File: src/rtl/rc4_crack_core.sv
// RC4 decrypt-and-check engine: initialises and keys an external S RAM, decrypts
// the ciphertext ROM into the result RAM, and flags whether every byte is printable.
module rc4_crack_core #(
    parameter int MSG_LEN = 32,
    parameter int MSG_AW  = 5
) (
    input  logic              clk,
    input  logic              reset,
    input  logic              run,
    input  logic [23:0]       secret_key,
    output logic [7:0]        s_addr,
    output logic [7:0]        s_wdata,
    output logic              s_wren,
    input  logic [7:0]        s_rdata,
    output logic [MSG_AW-1:0] rom_addr,
    input  logic [7:0]        rom_rdata,
    output logic [MSG_AW-1:0] d_addr,
    output logic [7:0]        d_wdata,
    output logic              d_wren,
    output logic              success,
    output logic              failure
);

    localparam logic [MSG_AW-1:0] LAST_K = MSG_AW'(MSG_LEN - 1);

    typedef enum logic [4:0] {
        ST_IDLE, ST_INIT,
        ST_K_RD_I, ST_K_WT_I, ST_K_RD_J, ST_K_WT_J, ST_K_WR_I, ST_K_WR_J,
        ST_P_RD_I, ST_P_WT_I, ST_P_RD_J, ST_P_WT_J, ST_P_WR_I, ST_P_WR_J,
        ST_P_RD_T, ST_P_WT_T, ST_P_CHK,
        ST_FIN, ST_PASS, ST_FAIL
    } state_t;

    state_t            r_state;
    logic              r_run_prev;
    logic [23:0]       r_key;
    logic [7:0]        r_i;
    logic [7:0]        r_j;
    logic [7:0]        r_si;
    logic [7:0]        r_t;
    logic [1:0]        r_kidx;
    logic [MSG_AW-1:0] r_k;
    logic [7:0]        r_s_addr;
    logic [7:0]        r_s_wdata;
    logic              r_s_wren;
    logic [MSG_AW-1:0] r_rom_addr;
    logic [MSG_AW-1:0] r_d_addr;
    logic [7:0]        r_d_wdata;
    logic              r_d_wren;
    logic              r_success;
    logic              r_failure;

    logic [7:0] w_key_byte;
    logic [7:0] w_ksa_j;
    logic [7:0] w_prga_j;
    logic [7:0] w_i_next;
    logic [7:0] w_p;

    function automatic logic is_printable(input logic [7:0] c);
        return ((c >= 8'h61) && (c <= 8'h7A)) || (c == 8'h20);
    endfunction

    // Key byte K[i mod 3] selected by the rolling mod-3 counter.
    always_comb begin
        w_key_byte = 8'h00;
        case (r_kidx)
            2'd0:    w_key_byte = r_key[23:16];
            2'd1:    w_key_byte = r_key[15:8];
            2'd2:    w_key_byte = r_key[7:0];
            default: w_key_byte = 8'h00;
        endcase
    end

    assign w_ksa_j  = r_j + s_rdata + w_key_byte;
    assign w_prga_j = r_j + s_rdata;
    assign w_i_next = r_i + 8'd1;
    assign w_p      = s_rdata ^ rom_rdata;

    // Main sequencer; all memory strobes and flags leave this block registered.
    always_ff @(posedge clk) begin
        r_run_prev <= run;
        if (reset || !run) begin
            r_state    <= ST_IDLE;
            r_s_addr   <= 8'h00;
            r_s_wdata  <= 8'h00;
            r_s_wren   <= 1'b0;
            r_rom_addr <= '0;
            r_d_addr   <= '0;
            r_d_wdata  <= 8'h00;
            r_d_wren   <= 1'b0;
            r_success  <= 1'b0;
            r_failure  <= 1'b0;
            r_i        <= 8'h00;
            r_j        <= 8'h00;
            r_si       <= 8'h00;
            r_t        <= 8'h00;
            r_kidx     <= 2'd0;
            r_k        <= '0;
            if (reset) r_key <= 24'h000000;
        end else begin
            case (r_state)
                ST_IDLE: begin
                    // A run held high through reset must toggle before a new start.
                    if (!r_run_prev) begin
                        r_key     <= secret_key;
                        r_s_addr  <= 8'h00;
                        r_s_wdata <= 8'h00;
                        r_s_wren  <= 1'b1;
                        r_state   <= ST_INIT;
                    end
                end
                ST_INIT: begin
                    if (r_s_addr == 8'hFF) begin
                        r_s_wren <= 1'b0;
                        r_i      <= 8'h00;
                        r_j      <= 8'h00;
                        r_kidx   <= 2'd0;
                        r_state  <= ST_K_RD_I;
                    end else begin
                        r_s_addr  <= r_s_addr + 8'd1;
                        r_s_wdata <= r_s_addr + 8'd1;
                    end
                end
                ST_K_RD_I: begin
                    r_s_addr <= r_i;
                    r_s_wren <= 1'b0;
                    r_state  <= ST_K_WT_I;
                end
                ST_K_WT_I: r_state <= ST_K_RD_J;
                ST_K_RD_J: begin
                    r_si     <= s_rdata;
                    r_j      <= w_ksa_j;
                    r_s_addr <= w_ksa_j;
                    r_state  <= ST_K_WT_J;
                end
                ST_K_WT_J: r_state <= ST_K_WR_I;
                ST_K_WR_I: begin
                    r_s_addr  <= r_i;
                    r_s_wdata <= s_rdata;
                    r_s_wren  <= 1'b1;
                    r_state   <= ST_K_WR_J;
                end
                ST_K_WR_J: begin
                    r_s_addr  <= r_j;
                    r_s_wdata <= r_si;
                    r_s_wren  <= 1'b1;
                    r_i       <= w_i_next;
                    r_kidx    <= (r_kidx == 2'd2) ? 2'd0 : r_kidx + 2'd1;
                    if (r_i == 8'hFF) begin
                        r_j     <= 8'h00;
                        r_k     <= '0;
                        r_state <= ST_P_RD_I;
                    end else begin
                        r_state <= ST_K_RD_I;
                    end
                end
                ST_P_RD_I: begin
                    r_i        <= w_i_next;
                    r_s_addr   <= w_i_next;
                    r_s_wren   <= 1'b0;
                    r_rom_addr <= r_k;
                    r_d_wren   <= 1'b0;
                    r_state    <= ST_P_WT_I;
                end
                ST_P_WT_I: r_state <= ST_P_RD_J;
                ST_P_RD_J: begin
                    r_si     <= s_rdata;
                    r_j      <= w_prga_j;
                    r_s_addr <= w_prga_j;
                    r_state  <= ST_P_WT_J;
                end
                ST_P_WT_J: r_state <= ST_P_WR_I;
                ST_P_WR_I: begin
                    r_t       <= r_si + s_rdata;
                    r_s_addr  <= r_i;
                    r_s_wdata <= s_rdata;
                    r_s_wren  <= 1'b1;
                    r_state   <= ST_P_WR_J;
                end
                ST_P_WR_J: begin
                    r_s_addr  <= r_j;
                    r_s_wdata <= r_si;
                    r_s_wren  <= 1'b1;
                    r_state   <= ST_P_RD_T;
                end
                // Keystream read is issued only after both swap writes have landed.
                ST_P_RD_T: begin
                    r_s_addr <= r_t;
                    r_s_wren <= 1'b0;
                    r_state  <= ST_P_WT_T;
                end
                ST_P_WT_T: r_state <= ST_P_CHK;
                ST_P_CHK: begin
                    if (is_printable(w_p)) begin
                        r_d_addr  <= r_k;
                        r_d_wdata <= w_p;
                        r_d_wren  <= 1'b1;
                        if (r_k == LAST_K) begin
                            r_state <= ST_FIN;
                        end else begin
                            r_k     <= r_k + MSG_AW'(1);
                            r_state <= ST_P_RD_I;
                        end
                    end else begin
                        r_failure <= 1'b1;
                        r_state   <= ST_FAIL;
                    end
                end
                ST_FIN: begin
                    r_d_wren  <= 1'b0;
                    r_success <= 1'b1;
                    r_state   <= ST_PASS;
                end
                ST_PASS: r_state <= ST_PASS;
                ST_FAIL: r_state <= ST_FAIL;
                default: r_state <= ST_IDLE;
            endcase
        end
    end

    assign s_addr   = r_s_addr;
    assign s_wdata  = r_s_wdata;
    assign s_wren   = r_s_wren;
    assign rom_addr = r_rom_addr;
    assign d_addr   = r_d_addr;
    assign d_wdata  = r_d_wdata;
    assign d_wren   = r_d_wren;
    assign success  = r_success;
    assign failure  = r_failure;

endmodule

File: config.mk
export PLATFORM = sky130hd
export DESIGN_NAME = rc4_crack_core
export DESIGN_NICKNAME = d
export VERILOG_FILES = /design/src/rtl/rc4_crack_core.sv
export SDC_FILE = /design/constraint.sdc
export NUM_CORES = 1
export LEC_CHECK = 0
export ABC_AREA = 1
export CORE_ASPECT_RATIO = 0.7
export CORE_UTILIZATION = 50
export CTS_CLUSTER_SIZE = 16
export DETAILED_ROUTE_END_ITERATION = 10
export PLACE_DENSITY = 0.82
export SYNTH_ARGS = -nofsm -noshare
export SYNTH_HDL_FRONTEND = slang
export SYNTH_SLANG_ARGS = --single-unit
File: constraint.sdc
create_clock -name clk -period 3.2 [get_ports clk]
set_input_delay 0.8 -clock clk [delete_from_list [all_inputs] [get_ports clk]]
set_output_delay 0.8 -clock clk [all_outputs]
set_load 0.01 [all_outputs]
# == Word level (Yosys, flattened, before mapping) ==
# Index checks and enable logic that the tools add are counted.
# word_totals
reg_bits,107
inputBits,43
output_inout_bits,38
# op_classes
n_addsub,7
order_cmp,2
eq_ne,33
n_mux,31
n_bitwise,2
n_reduce_logical,36
# op_table
op,n
$mux W24,4
$pmux W5 S19,1
$pmux W8 S4,2
$pmux W8 S8,1
$eq A5 B4 Y1 const B,8
$mux W5,7
$mux W8,4
$eq A5 B5 Y1 const B,5
$add A8 B8 Y8,3
$pmux W8 S3,1
$eq A5 B3 Y1 const B,4
$add A8 B1 Y8 const B,2
$eq A8 B8 Y1 const B,2
$pmux W8 S2,1
$reduce_and A3 Y1,5
$ne A2 B2 Y1 const B,7
$reduce_and A2 Y1,6
$reduce_bool A4 Y1,3
$reduce_or A2 Y1,6
$eq A5 B2 Y1 const B,2
$pmux W5 S2,1
$reduce_bool A2 Y1,5
$eq A8 B6 Y1 const B,1
$ge A8 B7 Y1 const B,1
24 further kinds,29

# == Longest topological paths before layout ==
# logic_depth
depth_word,6
ltp_mapped,20
depth_no_buf,20

# == Worst setup path after synthesis ==
# No wires, ideal clock.
# synth_timing
kind,in2reg
start,input port s_rdata[2]
end,"register r_s_addr[7], in the netlist s_addr[7]"
setup_time_ps,68
arrival_time_ps,2891
setup_slack_ps,241
cell_stages,17
n_path_buf,0
path_cell_list,ha_1 > or2_2 > and2_1 > nand3_1 > nand3b_1 > and2_1 > ha_1 > nand2_1 > nor2_1 > nand2_1 > nand3_1 > inv_1 > nand3_1 > nand3_1 > nand2_1 > nand2_1 > a21oi_2
# synth_via
elab_chain_cells,3
# synth_lines
item,line,text
from (decl),14,"input logic [7:0] s_rdata,"
$add A8 B8 Y8 (*),"74, 75",
$add A8 B8 Y8,74,assign w_ksa_j = r_j + s_rdata + w_key_byte;
$pmux W8 S8 (*),101,case (r_state)
to (signal assigned),120,r_s_addr <= r_s_addr + 8'd1;
to (signal assigned),125,r_s_addr <= r_i;
to (signal assigned),133,r_s_addr <= w_ksa_j;
to (decl),43,logic [7:0] r_s_addr;
# Mark *: on every way between the ends. The rest lies on a longest branch, timed or not.
# A chain may end at the register's enable or synchronous reset.

# == Final worst setup path ==
# layout_timing
start,input port s_rdata[3]
end,"register r_s_addr[7], in the netlist s_addr[7]"
# Same word-level chain as after synthesis.

==> metrics.log <==
INFO  metric avgSynthCellArea = between 7 and 8 um^2
INFO  metric initial_utilization = 0.521
INFO  metric vias = ~6100
INFO  metric syn-num-nets = between 900 and 1000
INFO  metric final_period_minus_worst_setup_slack = just over 3 ns
INFO  metric status = finished clean
INFO  metric clock_tree.htree_level_count = 3
INFO  metric routed_wirelength = 17700 um
INFO  metric port_buffer_count = 80
INFO  metric number_of_vias_per_cell_after_detailed_routing = around 5.4
INFO  metric clock_tree_from_tritoncts = built
INFO  metric vias_in_the_first_global_route = 5414
INFO  metric yosys_most_used_dff = dfxtp_1
INFO  metric worst_ep_required_time = approximately 3.5 ns
INFO  metric antenna_found_initial = 0
INFO  metric critPathArrivalTime = between 3 and 4 ns
INFO  metric clk_pin_slew = about 0.080 ns
INFO  metric preCtsSetupSlack = -0.450 ns
INFO  metric gr-usage-all-layers = 0.280
INFO  metric cap_viol_max_count = 0
INFO  metric hold_violations = 0
INFO  metric dr.first_iter.drc_count = 700
INFO  metric cp_cell_sequence = clkdlybuf4s50_1 -> ha_1 -> a21o_1 -> a31oi_2 -> nand2_1 -> nand2_1 -> inv_1 -> ha_1 -> inv_1 -> o21bai_2 -> nand3_1 -> nand3_2 -> inv_1 -> nand3_1 -> nand3_2 -> nand2_1 -> nand2_1 -> a21oi_2
INFO  metric synth_async_sr_flop_share = 0
INFO  metric hold_buffers = 0
INFO  metric fillerInstances = ~1100
INFO  metric numCtsBuffers = 9
INFO  metric cpMostUsedCell = nand2_1
INFO  metric finalClockSkew = 0.0126 ns
INFO  metric worst_path_max_delay_cell = clkdlybuf4s50_1
INFO  metric timing.critical_path.fanout_max = 3
INFO  metric whs_endpoint = d_wdata[7]
INFO  metric dieHeight = 95.1 um
INFO  metric rows = 33
INFO  metric design.core.area = roughly 0.012 mm^2
INFO  metric worstSetupEndpointType = flip-flop
INFO  metric routabilityCongestion = around 0.95
INFO  metric design.final.nets = 1025
INFO  metric route.detailed.drc = 0
INFO  metric max-slew-margin-rel = 0.559
INFO  metric first_pass_grt_wire_length = 27500 um
INFO  metric irDropWorstVdd = between 200 and 300 uV
INFO  metric critical-path-max-stage-delay = about 0.5 ns
INFO  metric clock-sinks = 107
INFO  metric floorplan.die_area = between 0.01 and 0.015 mm^2
INFO  metric synth.distinct_cells = 50
INFO  metric total_leakage_power = around 3.3 nW
INFO  metric finalSetupViolCount = 0
INFO  metric die_width = 135 um
INFO  metric synth-seq-area-share = 0.384
INFO  metric final.setup.worst_slack = roughly 0.17 ns
INFO  metric post_route_cells_drive_above_1_share = 0.124
INFO  metric report.power.total = about 2.9 mW
INFO  metric cts.path.max_buffers = 2
INFO  metric synth_enable_flop_cells = 24
INFO  metric min-delay-path-class = flip-flop to flip-flop
INFO  metric path_class = input pin to flip-flop
INFO  metric synth_warn = 0
INFO  metric clock_insertion_delay_worst_skew = 0.36 ns
INFO  metric worst_hold_path.num_cells = 2
INFO  metric period_share = 0.946
INFO  metric endpoint_of_the_most_critical_register_to_register_path = s_addr[7]
INFO  metric antennaDiodeCount = 0
INFO  metric setup_tns = 0 ns
INFO  metric post_synth_inst_count = about 850
INFO  metric critical_path.reg2reg.startpoint = r_j[2]
INFO  metric grt-ovfl-total = 0
INFO  metric clock-root-buffer = clkbuf_16
INFO  metric drtPass1Iterations = 7
INFO  metric route.detailed.wl_per_inst = about 16 um
INFO  metric timing.reg2reg.worst_path_depth = 17
INFO  metric utilization = 0.651
INFO  metric slew_of_the_pin_with_the_lowest_slew_margin = 0.661 ns
INFO  metric p_per_area = 373 mW/mm^2
INFO  metric ant_nets = 0
INFO  metric place.detailed.hpwl = between 10000 and 15000 um
INFO  metric final_max_slew_viol_count = 0
INFO  metric placedCellCount = between 1000 and 1500
INFO  metric syn_area = around 0.0062 mm^2
INFO  metric min_from = d_wdata[7]
INFO  metric io_pins = 81
INFO  metric max_clock_freq = ~0.33 GHz
INFO  metric ff_latch_count_synth = between 100 and 150
INFO  metric timing.critical_path.from_type = input pin
INFO  metric pin_count_of_the_biggest_net_entering_global_routing = 37
INFO  metric final-instance-count-excl-fill = between 1000 and 1500
INFO  metric layout-area-overhead-vs-synth = 24.8%
INFO  metric worst-r2r-setup-slack = roughly 0.50 ns
-- worst max-delay path, delay by kind of cell --
family | cells | cell delay (ns)
AO/OA/AOI/OAI | 4 | 0.64
adder cells (fa/ha/maj) | 2 | 0.54
buffers and inverters | 4 | 0.64
AND/OR/NAND/NOR | 8 | 0.70
-- placed cells by master, fill, tap and decap left out, types with 6 or more instances in the layout --
cell type and n:
a21oi_1 72, a21oi_2 6, edfxtp_1 24, o21bai_1 6, dfxtp_1 83, nor2_1 92, nand3_1 54, inv_1 100
inv_2 18, xor2_1 13, nand2_2 6, clkdlybuf4s50_1 77, nand4_1 8, clkbuf_16 10, buf_4 28, nor2_4 7
nand2_1 194, ha_1 21, xnor2_1 8, o21ai_0 44
-- worst max-delay path by stage --
stage / end / slack [ns] / startpoint
final: s_addr[7] / 0.17 / s_rdata[3]
after global routing: s_addr[7] / -0.02 / s_rdata[5]
after CTS: s_addr[4] / 0.003 / s_rdata[2]
after detailed placement: s_addr[5] / -0.45 / s_rdata[0]
after global placement: s_addr[5] / -0.43 / s_rdata[0]
after floorplan: s_addr[7] / 0.24 / s_rdata[2]
-- metal layers --
layer	global-route usage	share of wire	up-vias
met5	0	0	-
li1	-	-	2982
met4	0.0684	0.014	0
met3	0.0718	0.090	28
met1	0.411	0.48	2777
met2	0.406	0.42	282
-- registers in the layout, indices dropped and copies added (netlist names), 2 cells and up --
name and flops:
d_addr 5, s_addr 8, r_i 8, rom_addr 5, r_key 24, r_t 8
s_wdata 8, r_kidx 2, r_j 8, d_wdata 8, r_k 5, r_si 8
r_state 5
-- stage by stage --
stage	instance area, um^2	hold slack [ns]
detailed placement	7360	0.446
floorplan	6200	0.425
global route	7740	0.481
finish	7740	0.454
global placement	7360	0.437
CTS	7670	0.459
-- cell families after synthesis --
family                     after synthesis  synth area share
and+or+nand+nor                        392             0.288
AOI/OAI and AO/OA                      163             0.151
buffers and inverters                  135            0.0842
DFF                                    107             0.384
adders and majority gates               28            0.0602
xor gates and xnor gates                23            0.0325
-- synthesized netlist by cell type (all sizes together), types with 2 or more instances --
cell type | count | area share
and2 | 3 | 0.0030
a41oi | 3 | 0.0042
clkbuf | 11 | 0.0067
nand3 | 61 | 0.057
inv | 120 | 0.073
o22ai | 2 | 0.0020
nor3 | 5 | 0.0067
dfxtp | 83 | 0.27
o21bai | 7 | 0.0085
a22oi | 5 | 0.0061
edfxtp | 24 | 0.12
a211oi | 2 | 0.0024
o21ai | 49 | 0.041
a31oi | 6 | 0.0061
a21oi | 78 | 0.066
nor2 | 102 | 0.071
buf | 3 | 0.0032
ha | 25 | 0.050
fa | 3 | 0.0097
or2 | 5 | 0.0050
o211ai | 5 | 0.0061
nand2 | 205 | 0.13
xor2 | 15 | 0.021
xnor2 | 8 | 0.011
nand4 | 9 | 0.010
-- cell type report --
cell class	count	area [um^2]	share of cell area
Clock buffer	10	250	0.0323
Clock inverter	6	46.3	0.00598
Inverter	121	460	0.0595
Multi-Input combinational cell	606	3370	0.436
Sequential cell	107	2380	0.308
Tap cell	157	196	0.0254
Timing Repair Buffer	109	1030	0.133
-- what timing repair did --
action	CTS	global route
buffers inserted	0	1
resized for setup	2	16
endpoints found under the setup margin	7	11
pin swaps	0	8
-- where the power goes --
| part | switching [mW] | internal [mW] | total, mW |
|---|---|---|---|
| logic | 0.205 | 0.150 | 0.355 |
| registers | 0.0108 | 1.41 | 1.42 |
| clock network | 0.532 | 0.582 | 1.11 |
Power figures use the tool's default switching activity.
